**src/rtl/aux_period_capture.sv**
```systemverilog
// Measures aux data-island (ADE) periods on the pixel clock and writes the
// horizontal start count of every complete packet into the aux send FIFO.
module aux_period_capture #(
    parameter int PKT_LEN = 32,
    parameter int HCNT_W  = 12,
    parameter int CNT_W   = 4
) (
    input  logic              fifo_clk,
    input  logic              sys_rst,
    input  logic              hsync,
    input  logic              vde,
    input  logic              ade,
    input  logic              ax_full,
    input  logic              err_clr,
    output logic [HCNT_W-1:0] axdin,
    output logic              ax_wr_en,
    output logic [CNT_W-1:0]  ade_num,
    output logic              ade_num_vld,
    output logic              ovf_err,
    output logic              fmt_err
);

    localparam int PC_W = $clog2(PKT_LEN);
    localparam logic [PC_W-1:0]   PC_LAST = PC_W'(PKT_LEN - 1);
    localparam logic [HCNT_W-1:0] HMAX    = {HCNT_W{1'b1}};
    localparam logic [CNT_W-1:0]  CMAX    = {CNT_W{1'b1}};

    typedef enum logic {
        IDLE = 1'b0,
        PKT  = 1'b1
    } state_t;

    state_t            state_q, state_n;
    logic [PC_W-1:0]   pcnt_q, pcnt_n;
    logic [HCNT_W-1:0] start_q, start_n;
    logic [HCNT_W-1:0] hcnt_q;
    logic              hsync_q;
    logic [CNT_W-1:0]  line_cnt_q;
    logic              commit;
    logic              fmt_set;
    logic              hs_rise;
    logic              wr_ok;
    logic [CNT_W-1:0]  line_inc;

    assign hs_rise  = hsync & ~hsync_q;
    assign wr_ok    = commit & ~ax_full;
    assign line_inc = (line_cnt_q == CMAX) ? line_cnt_q : line_cnt_q + CNT_W'(1);

    // pcnt==0 inside PKT means the previous packet just committed; the next
    // contiguous packet takes its start on its own first cycle.
    always_comb begin
        state_n = state_q;
        pcnt_n  = pcnt_q;
        start_n = start_q;
        commit  = 1'b0;
        fmt_set = 1'b0;
        case (state_q)
            IDLE: begin
                if (ade && !vde) begin
                    state_n = PKT;
                    start_n = hcnt_q;
                    pcnt_n  = PC_W'(1);
                end
            end
            PKT: begin
                if (vde) begin
                    fmt_set = 1'b1;
                    state_n = IDLE;
                    pcnt_n  = '0;
                end else if (ade) begin
                    if (pcnt_q == PC_LAST) begin
                        commit = 1'b1;
                        pcnt_n = '0;
                    end else begin
                        if (pcnt_q == '0) start_n = hcnt_q;
                        pcnt_n = pcnt_q + PC_W'(1);
                    end
                end else begin
                    fmt_set = (pcnt_q != '0);
                    state_n = IDLE;
                    pcnt_n  = '0;
                end
            end
            default: begin
                state_n = IDLE;
                pcnt_n  = '0;
            end
        endcase
    end

    always_ff @(posedge fifo_clk or posedge sys_rst) begin
        if (sys_rst) begin
            state_q     <= IDLE;
            pcnt_q      <= '0;
            start_q     <= '0;
            hcnt_q      <= '0;
            hsync_q     <= 1'b0;
            line_cnt_q  <= '0;
            axdin       <= '0;
            ax_wr_en    <= 1'b0;
            ade_num     <= '0;
            ade_num_vld <= 1'b0;
            ovf_err     <= 1'b0;
            fmt_err     <= 1'b0;
        end else begin
            state_q <= state_n;
            pcnt_q  <= pcnt_n;
            start_q <= start_n;
            hsync_q <= hsync;

            if (hs_rise) hcnt_q <= '0;
            else if (hcnt_q != HMAX) hcnt_q <= hcnt_q + HCNT_W'(1);

            ax_wr_en <= wr_ok;
            if (wr_ok) axdin <= start_q;

            // A commit coinciding with the line boundary belongs to the new line.
            ade_num_vld <= hs_rise;
            if (hs_rise) begin
                ade_num    <= line_cnt_q;
                line_cnt_q <= wr_ok ? CNT_W'(1) : '0;
            end else if (wr_ok) begin
                line_cnt_q <= line_inc;
            end

            if (commit && ax_full) ovf_err <= 1'b1;
            else if (err_clr)      ovf_err <= 1'b0;

            if (fmt_set)      fmt_err <= 1'b1;
            else if (err_clr) fmt_err <= 1'b0;
        end
    end

endmodule
```
**config.mk**
```make
export PLATFORM = sky130hd
export DESIGN_NAME = aux_period_capture
export DESIGN_NICKNAME = d
export VERILOG_FILES = /design/src/rtl/aux_period_capture.sv
export SDC_FILE = /design/constraint.sdc
export NUM_CORES = 1
export LEC_CHECK = 0
export ABC_CLOCK_PERIOD_IN_PS = 2400
export BUFFER_PORTS_ARGS = -buffer_cell sky130_fd_sc_hd__buf_2
export CAP_MARGIN = 20
export CELL_PAD_IN_SITES_DETAIL_PLACEMENT = 0
export CELL_PAD_IN_SITES_GLOBAL_PLACEMENT = 2
export CORE_MARGIN = 2
export CORE_UTILIZATION = 39
export DETAILED_ROUTE_END_ITERATION = 10
export GPL_ROUTABILITY_DRIVEN = 0
export PLACE_DENSITY_LB_ADDON = 0.25
export SYNTH_ARGS = -nofsm -noshare
export SYNTH_HDL_FRONTEND = slang
export SYNTH_SLANG_ARGS = --single-unit
```
**constraint.sdc**
```tcl
create_clock -name fifo_clk -period 2.4 [get_ports fifo_clk]
set_clock_uncertainty 0.15 [all_clocks]
set_input_delay 0.24 -clock fifo_clk [delete_from_list [all_inputs] [get_ports fifo_clk]]
set_output_delay 0.24 -clock fifo_clk [all_outputs]
set_load 0.03 [all_outputs]
```
**Word-level counts from Yosys, hierarchy flattened**

Index checks and enable logic that the tools add are counted.
Widths: inputs -> output; s select.

- Bits in registers: 55
- Memory bits (read-only): 0
- Input port bits: 7
- Output and inout bits: 20
- Logic and storage cells: 71
- Memories kept: 0
- Bits in latches: 0
- Bits in writable memories: 0

- Add/subtract/negate cells: 3
- Magnitude comparators: 0
- Div/mod/pow operators: 0
- $mul: 0
- Reductions and logical operators: 11
- Equal/unequal tests: 9
- Mux-type cells: 31
- Shifts and indexed selects: 0
- Bitwise gates (word level): 5

Operators by type and width:

| kind | number |
|---|---|
| $mux 12 | 7 |
| $pmux 12 s2 | 1 |
| $mux 5 | 4 |
| $mux 1 | 14 |
| $add 12x1->12 const B | 1 |
| $mux 4 | 3 |
| $ne 12x12->1 const B | 1 |
| $ne 2x2->1 const B | 5 |
| $pmux 5 s2 | 1 |
| $reduce_bool 2->1 | 4 |
| $add 5x1->5 const B | 1 |
| $eq 5x5->1 const B | 1 |
| $logic_not 5->1 | 1 |
| $reduce_and 5->1 | 1 |
| $reduce_bool 5->1 | 1 |
| $add 4x1->4 const B | 1 |
| $eq 4x4->1 const B | 1 |
| $not 1->1 | 3 |
| $and 1x1->1 | 2 |
| $logic_and 1x1->1 | 2 |
| $ne 2x1->1 const B | 1 |
| $pmux 1 s2 | 1 |
| $reduce_and 2->1 | 1 |
| $logic_not 1->1 | 1 |

**Logic depth before layout (Yosys ltp)**

Gate-level depths: netlist of run 1.

- Depth after elaboration: 8
- Mapped depth: 8
- Gate-level depth less buffers: 7

**Least setup slack after synthesis of run 1**

No wires, ideal clock.

- Kind: reg-to-reg
- From: register pcnt_q[0]
- To: register axdin[0]
- Slack: 0.197 ns
- Path buffers: 1
- Setup time: 0.125 ns
- Arrival: 1.928 ns
- Period minus slack after synthesis: 2.203 ns
- Data required time: 2.125 ns
- Cell stages (with the launch flop): 8
- Cells stage by stage: dfrtp_1 > ha_1 > and3_2 > ha_1 > nand4b_1 > nor2_2 > buf_2 > mux2_2

- Cells in the longest elaborated chain, start to end: 6

RTL lines:

| element | RTL line | RTL |
|---|---|---|
| start: declaration | 34 | `logic [PC_W-1:0] pcnt_q, pcnt_n;` |
| start signal: assignment | 107 | `pcnt_q <= pcnt_n;` |
| $eq 5x5->1 | 71 | `if (pcnt_q == PC_LAST) begin` |
| $mux 1 | 71 |  |
| $mux 1 | 70 | `end else if (ade) begin` |
| $mux 1 | 66 | `if (vde) begin` |
| $mux 1 | 57 | `case (state_q)` |
| $and 1x1->1 | 46 | `assign wr_ok = commit & ~ax_full;` |
| via wr_ok | 42 | `logic wr_ok;` |
| end signal: assignment | 115 | `if (wr_ok) axdin <= start_q;` |
| end: declaration | 15 | `output logic [HCNT_W-1:0] axdin,` |

The timed path passes the listed nets, and every way through them passes these cells.
A chain may end at the register's enable or synchronous reset.

**Worst setup path in the final report of run 1**

- From: register pcnt_q[0]
- To: register line_cnt_q[0]

- Cells in the longest elaborated chain, start to end: 8
- Elaborated cells on any way between the ends: 10
- Classes of those cells: eq/ne: 1; mux: 6; bitwise: 1; reduce/logical: 2

RTL lines:

| element | RTL line | RTL |
|---|---|---|
| $eq 5x5->1 (*) | 71 |  |
| $mux 1 (*) | 71 |  |
| $mux 1 (*) | 70 |  |
| $mux 1 (*) | 66 |  |
| $mux 1 (*) | 57 |  |
| $and 1x1->1 (*) | 46 |  |
| $mux 1 / $reduce_bool 2->1 (equally long branches) | n/a |  |
| $mux 4 / $reduce_and 2->1 (equally long branches) | n/a |  |
| end signal: assignment | 121 | `line_cnt_q <= wr_ok ? CNT_W'(1) : '0;` |
| end signal: assignment | 123 | `line_cnt_q <= line_inc;` |
| end: declaration | 38 | `logic [CNT_W-1:0] line_cnt_q;` |

Mark *: on every way between the ends. The rest lies on a longest branch, timed or not.

==> results of run 1 <==
[cell type report]
class	instances	share of cell area
repair buffers	32	0.07365
flip-flops and latches	55	0.4880
well taps	75	0.03327
multi-input cells	131	0.3447
clock buffers	6	0.02573
clock inverters	2	0.02130
inverters	10	0.01331
[repair_timing]
action                                  CTS  global route
hold endpoints to repair                 28             0
gates resized for setup                   0             0
hold buffers                              3             0
endpoints found under the setup margin    0             0
[final timing paths]
check,start,end,slack (ns),depth (start not counted)
min in group asynchronous,sys_rst,start_q[7]$_DFFE_PP0P_,0.37,3
min reg2reg,ade_num[0]$_DFFE_PP0P_,ade_num[0]$_DFFE_PP0P_,0.33,2
max in group asynchronous,sys_rst,hcnt_q[3]$_DFFE_PP0P_,1.17,4
min,ax_full,ovf_err$_DFFE_PP0P_,0.05,3
max reg2reg,pcnt_q[0]$_DFFE_PP0P_,line_cnt_q[0]$_DFFE_PP0P_,0.24,6
max,pcnt_q[0]$_DFFE_PP0P_,line_cnt_q[0]$_DFFE_PP0P_,0.24,6
[cell usage after synthesis (2+ instances only)]
cell type	instances
sky130_fd_sc_hd__a22o_1	2
sky130_fd_sc_hd__o22ai_1	2
sky130_fd_sc_hd__nand4_1	2
sky130_fd_sc_hd__ha_1	5
sky130_fd_sc_hd__nor2_1	10
sky130_fd_sc_hd__nor3_1	9
sky130_fd_sc_hd__nand3_1	6
sky130_fd_sc_hd__inv_1	10
sky130_fd_sc_hd__nand2b_1	2
sky130_fd_sc_hd__dfrtp_1	55
sky130_fd_sc_hd__mux2_4	10
sky130_fd_sc_hd__a21oi_1	5
sky130_fd_sc_hd__nand2_1	17
sky130_fd_sc_hd__o21ai_0	11
sky130_fd_sc_hd__a31oi_1	3
sky130_fd_sc_hd__xor2_1	2
sky130_fd_sc_hd__and3_1	5
sky130_fd_sc_hd__mux2_2	14
sky130_fd_sc_hd__and4b_1	3
sky130_fd_sc_hd__or3_1	2
[layer usage]
| metal | share of wire | up-vias | global-route usage | wire length, um |
|---|---|---|---|---|
| met5 | 0 | - | 0 | 0 |
| met4 | 0.0084 | 0 | 0.03934 | 36 |
| met3 | 0.027 | 4 | 0.03587 | 115 |
| met2 | 0.48 | 19 | 0.2331 | 2073 |
| met1 | 0.48 | 795 | 0.1924 | 2079 |
| li1 | - | 794 | - | - |
[logic make-up after synthesis]
group | after synthesis | synth area share
AO/OA/AOI/OAI | 30 | 0.07772
XOR/XNOR | 3 | 0.01088
buffers and inverters | 15 | 0.02746
AND/OR/NAND/NOR | 68 | 0.1565
flip-flops | 55 | 0.5699
multiplexers | 25 | 0.1316
adder cells (fa/ha/maj) | 5 | 0.02591
[worst min-delay path: stages]
cell and delay (ns):
sky130_fd_sc_hd__buf_2 0.12, sky130_fd_sc_hd__inv_1 0.05, sky130_fd_sc_hd__o22ai_1 0.06
[registers in the layout, summed over array words and instances (netlist names)]
signal	count
axdin	12
hcnt_q	12
start_q	12
pcnt_q	5
ade_num	4
line_cnt_q	4
ade_num_vld	1
ax_wr_en	1
fmt_err	1
hsync_q	1
ovf_err	1
state_q	1
[through the flow]
step / setup slack [ns] / cells
final: 0.2407 / 311
after global placement: 0.2409 / 300
after CTS: 0.1876 / 311
after global routing: 0.06136 / 311
after detailed placement: 0.1956 / 300
after floorplan: 0.1973 / 201
[cells in the final DEF, fill, tap and decap left out, types with 3 or more instances in the layout]
master and n:
sky130_fd_sc_hd__o21ai_0 11, sky130_fd_sc_hd__buf_2 26, sky130_fd_sc_hd__and3_1 5, sky130_fd_sc_hd__nand2_1 17, sky130_fd_sc_hd__mux2_2 14, sky130_fd_sc_hd__dfrtp_1 55, sky130_fd_sc_hd__nand3_1 6, sky130_fd_sc_hd__ha_1 5
sky130_fd_sc_hd__nor3_1 9, sky130_fd_sc_hd__a21oi_1 5, sky130_fd_sc_hd__a31oi_1 3, sky130_fd_sc_hd__mux2_4 10, sky130_fd_sc_hd__dlygate4sd3_1 3, sky130_fd_sc_hd__inv_1 9, sky130_fd_sc_hd__nor2_1 10, sky130_fd_sc_hd__and4b_1 3
sky130_fd_sc_hd__clkbuf_8 5
[power by group]
group | internal, mW | switching, mW | total, mW | leakage (nW)
clock network | 0.417 | 0.292 | 0.709 | 0.0654
logic | 0.0925 | 0.0875 | 0.180 | 0.613
registers | 0.987 | 0.0587 | 1.05 | 0.749
==> Flow_metrics.wiki, run 1 <==
{| class="wikitable"
! Metric !! Value
|-
| Number of antenna diodes || 0
|-
| Count of synthesis-stage warnings from yosys || 0
|-
| Transition time at the pin with the least slew margin || 0.5534 ns
|-
| Count of mapped cells out of synthesis || 201
|-
| Core area || 5956 sq um
|-
| Clock insertion delay at the later pin of the skew report || 0.30 ns
|-
| Seq cells post-synth || 55
|-
| Total number of vias || 1,612
|-
| CTS H-Tree Depth || 2
|-
| Length of the first detailed-routing pass in iterations || 4
|-
| Final-report hold violation count || 0
|-
| Grt total ovfl || 0
|-
| Finish-stage setup viols || 0
|-
| Critical path required time || 2.45 ns
|-
| Synth top area cells || sky130_fd_sc_hd__dfrtp_1 (57%), sky130_fd_sc_hd__mux2_2 (6.5%), sky130_fd_sc_hd__mux2_4 (6.2%)
|-
| Distinct cell type count after synthesis || 46
|-
| Count of standard-cell rows || 28
|-
| Headroom to the max-slew limit || 0.6305
|-
| Clock tree from TritonCTS || done
|-
| Unrepaired setup endpoints after global routing || no
|-
| # clock sinks || 55
|-
| Primary FF master, synth || sky130_fd_sc_hd__dfrtp_1
|-
| Critical path, cell by cell || ha_1, and3_2, ha_1, nand4b_1, or3_1, a32o_1
|-
| Biggest fanout along the worst timing path || 5
|-
| Ratio of final minimum period to clock period || 0.8997
|-
| Fraction of post-synthesis cell area in the top cell type by area || 0.5699
|-
| Number of antenna violations at the first check in global routing || 0
|-
| Power density relative to cell area || 686.0 nW/um^2
|-
| Bufs on Longest Clock Path || 2
|-
| Drc violations || 0
|-
| Clock buffer count from CTS || 5
|-
| Fill cells || 582
|-
| Buf+Inv Stages, Crit Path || 0
|-
| Global-route wire length before repair || 7389 um
|-
| Post-synthesis async set-or-reset flop share || 1.000
|-
| Signed area change from the synthesized netlist to the final layout || 16.79%
|-
| Standard cell with the maximum stage delay on the critical path || sky130_fd_sc_hd__or3_1
|-
| Net count after synthesis || 213
|-
| Fraction of layout instances using a drive strength above 1 || 0.2881
|-
| Dpl cell area || 2658 sq um
|-
| Final core occ || 0.4735
|-
| Run status || completed
|-
| Final std cell area, no fill || 2820 sq um
|-
| Arrival time of the worst setup path || 2.20 ns
|-
| Tot GR Track Use || 0.1439
|-
| Storage element area || 1376 sq um
|-
| Worst hold slack || 0.05423 ns
|-
| Kind of cell adding the most delay to the critical path || simple AND/OR/NAND/NOR gates
|-
| Ports placed on the boundary || 27
|-
| Count of nets left with antenna violations after detail routing || 0
|-
| Final number of max-transition violations || 0
|-
| Timing-limited maximum frequency || 0.4631 GHz
|-
| Number of nets at the end of the flow || 247
|-
| Placed wire-length estimate after detailed placement || 2985 um
|-
| Area of combinational cells with multiple inputs || 972.2 sq um
|-
| Biggest area consumer among synthesized cells || sky130_fd_sc_hd__dfrtp_1
|-
| Largest net degree at the start of global routing || 31
|-
| Category of the most critical setup path || reg -> reg
|-
| Horizontal die dimension || 82.69 um
|-
| Effective utilization at floorplan || 0.4055
|-
| Type of element capturing the critical path || flip-flop
|-
| Port Buf Inserts || 26
|-
| Kind of launch point of the worst setup path || flip-flop
|-
| Path category of the worst min-delay check || in -> reg
|-
| Syn avg cell area || 12.01 sq um
|-
| Share of the yosys chip area belonging to registers || 0.5699
|-
| Number of buffers inserted by post-CTS setup repair || 0
|-
| Root buffer cell || sky130_fd_sc_hd__clkbuf_8
|-
| Combined area of all synthesized cells || 2415 sq um
|-
| Sum of negative setup slack || 0 ns
|-
| Min Tclk post-route || 2.159 ns
|-
| Count of maximum capacitance violations || 0
|-
| Crit-path most repeated cell || sky130_fd_sc_hd__ha_1
|-
| Die footprint || 6838 sq um
|-
| Worst VDD drop || 0.2629 mV
|-
| CTS clock-pin slew for the worst setup and hold paths || 0.09 ns
|-
| Slowest Stage Delay on Critical Path || 0.43 ns
|-
| Starting DRC count in detailed routing || 48
|-
| Count of flip-flops with a built-in enable after synthesis || 0
|-
| Static Leak || 1.428 nW
|-
| Routed Wire Length || 4305 um
|-
| Vias per inst || 5.183
|-
| Die H || 82.69 um
|-
| Wirelength per Cell || 13.84 um
|-
| Via count of the first global-routing pass || 1,483
|-
| Design Power || 1.935 mW
|}
Note: power is estimated with default switching activity, not from simulation.
==> run 2: changes to the inputs <==
Settings changed: MAX_ROUTING_LAYER set to met4.
==> Flow_metrics.wiki, run 2 (synthesis results as in run 1) <==
{| class="wikitable"
! Metric !! Value
|-
| Run status || completed
|-
| Drc violations || 0
|-
| Transition time at the pin with the least slew margin || 0.5534 ns
|-
| Category of the most critical setup path || reg -> reg
|-
| Static Leak || 1.428 nW
|-
| Finish-stage setup viols || 0
|-
| CTS H-Tree Depth || 2
|-
| Number of antenna diodes || 0
|-
| Dpl cell area || 2658 sq um
|-
| Arrival time of the worst setup path || 2.21 ns
|-
| Count of maximum capacitance violations || 0
|-
| Most common library cell in the layout ignoring fill and taps || sky130_fd_sc_hd__dfrtp_1
|-
| Min Tclk post-route || 2.160 ns
|-
| Number of buffers inserted by post-CTS setup repair || 0
|-
| Fill cells || 582
|-
| Timing-limited maximum frequency || 0.4630 GHz
|-
| Number of antenna violations at the first check in global routing || 0
|-
| Unrepaired setup endpoints after global routing || no
|-
| Ratio of final minimum period to clock period || 0.8999
|-
| Type of element capturing the critical path || flip-flop
|-
| Port Buf Inserts || 26
|-
| Signed area change from the synthesized netlist to the final layout || 16.79%
|-
| Worst VDD drop || 0.2629 mV
|-
| Kind of launch point of the worst setup path || flip-flop
|-
| Path category of the worst min-delay check || in -> reg
|-
| # clock sinks || 55
|-
| CTS clock-pin slew for the worst setup and hold paths || 0.09 ns
|-
| Vias per inst || 5.177
|-
| Root buffer cell || sky130_fd_sc_hd__clkbuf_8
|-
| Fraction of layout instances using a drive strength above 1 || 0.2881
|-
| Leading registers by flop count || axdin: 12 flops, hcnt_q: 12 flops, start_q: 12 flops
|-
| Clock tree from TritonCTS || done
|-
| Horizontal die dimension || 82.69 um
|-
| Slowest Stage Delay on Critical Path || 0.43 ns
|-
| Die H || 82.69 um
|-
| Critical path, cell by cell || ha_1, and3_2, ha_1, nand4b_1, or3_1, a32o_1
|-
| Bufs on Longest Clock Path || 2
|-
| Tot GR Track Use || 0.1480
|-
| Power density relative to cell area || 686.3 nW/um^2
|-
| Largest net degree at the start of global routing || 31
|-
| Ports placed on the boundary || 27
|-
| Standard cell with the maximum stage delay on the critical path || sky130_fd_sc_hd__or3_1
|-
| Core area || 5956 sq um
|-
| Cells on worst reg2reg path || 6
|-
| Length of the first detailed-routing pass in iterations || 4
|-
| Sum of negative setup slack || 0 ns
|-
| Total number of vias || 1,610
|-
| Via count of the first global-routing pass || 1,484
|-
| Final number of max-transition violations || 0
|-
| Commonest cells after routing, fill and taps aside || sky130_fd_sc_hd__dfrtp_1 (55), sky130_fd_sc_hd__buf_2 (26), sky130_fd_sc_hd__nand2_1 (17), sky130_fd_sc_hd__mux2_2 (14), sky130_fd_sc_hd__o21ai_0 (11)
|-
| Count of standard-cell rows || 28
|-
| Crit-path most repeated cell || sky130_fd_sc_hd__ha_1
|-
| Die footprint || 6838 sq um
|-
| Number of nets at the end of the flow || 247
|-
| Final-report hold violation count || 0
|-
| Clock buffer count from CTS || 5
|-
| Headroom to the max-slew limit || 0.6305
|-
| Critical path required time || 2.45 ns
|-
| Clock insertion delay at the later pin of the skew report || 0.30 ns
|-
| Starting DRC count in detailed routing || 50
|-
| Count of nets left with antenna violations after detail routing || 0
|-
| Routed Wire Length || 4305 um
|-
| Hold Path Depth || 3
|-
| Wirelength per Cell || 13.84 um
|-
| Final std cell area, no fill || 2820 sq um
|-
| Biggest fanout along the worst timing path || 5
|-
| # resized after CTS || 0
|-
| Global-route wire length before repair || 7383 um
|-
| Placed wire-length estimate after detailed placement || 2985 um
|-
| Grt total ovfl || 0
|-
| Effective utilization at floorplan || 0.4055
|-
| Hold_buf cts || 3
|}
[run 2: power by group]
part / switching [mW] / internal [mW]
Clock: 0.292 / 0.417
Combinational: 0.0873 / 0.0925
Sequential: 0.0587 / 0.987
Total: 0.439 / 1.50
[run 2: per-stage QoR]
step | power (mW) | std cells | util | setup slack, ns | hold WS (ns)
global placement | 1.248 | 300 | 0.4462 | 0.2409 | 0.1810
global route | 2.038 | 311 | 0.4735 | 0.06136 | 0.07739
detailed placement | 1.247 | 300 | 0.4462 | 0.1956 | 0.1788
floorplan | 1.192 | 201 | - | 0.1973 | 0.1214
CTS | 1.965 | 311 | 0.4735 | 0.1876 | 0.04620
finish | 1.935 | 311 | 0.4735 | 0.2402 | 0.05297
[run 2: final timing paths]
| kind | startpoint | to | slack [ns] |
|---|---|---|---|
| hold reg to reg | ade_num[0]$_DFFE_PP0P_ | ade_num[0]$_DFFE_PP0P_ | 0.33 |
| hold / removal | ax_full | ovf_err$_DFFE_PP0P_ | 0.05 |
| setup reg to reg | pcnt_q[0]$_DFFE_PP0P_ | line_cnt_q[0]$_DFFE_PP0P_ | 0.24 |
| min in group asynchronous | sys_rst | start_q[7]$_DFFE_PP0P_ | 0.37 |
| max in group asynchronous | sys_rst | hcnt_q[3]$_DFFE_PP0P_ | 1.17 |
| setup / recovery | pcnt_q[0]$_DFFE_PP0P_ | line_cnt_q[0]$_DFFE_PP0P_ | 0.24 |
[run 2: area by class of cell]
| type | instances | area [sq um] | area share |
|---|---|---|---|
| sequential | 55 | 1376 | 0.4880 |
| multi-input combinational | 131 | 972.2 | 0.3447 |
| timing repair buffer | 32 | 207.7 | 0.07365 |
| tap | 75 | 93.84 | 0.03327 |
| clock buffer | 6 | 72.57 | 0.02573 |
| clock inverter | 2 | 60.06 | 0.02130 |
| inverter | 10 | 37.54 | 0.01331 |
[run 2: critical path: cells and delay by family (launching register included)]
| family | cells | cell delay [ns] |
|---|---|---|
| simple gates | 3 | 0.80 |
| fa+ha+maj | 2 | 0.42 |
| flops | 1 | 0.41 |
| compound gates | 1 | 0.27 |
[run 2: routing by layer]
layer  wire length, um  vias to the layer above  GRT usage
met2              2076                       20     0.2331
met5                 0                        -          -
met4                34                        0    0.03934
li1                  -                      794          -
met1              2068                      792     0.1924
met3               125                        4    0.03587
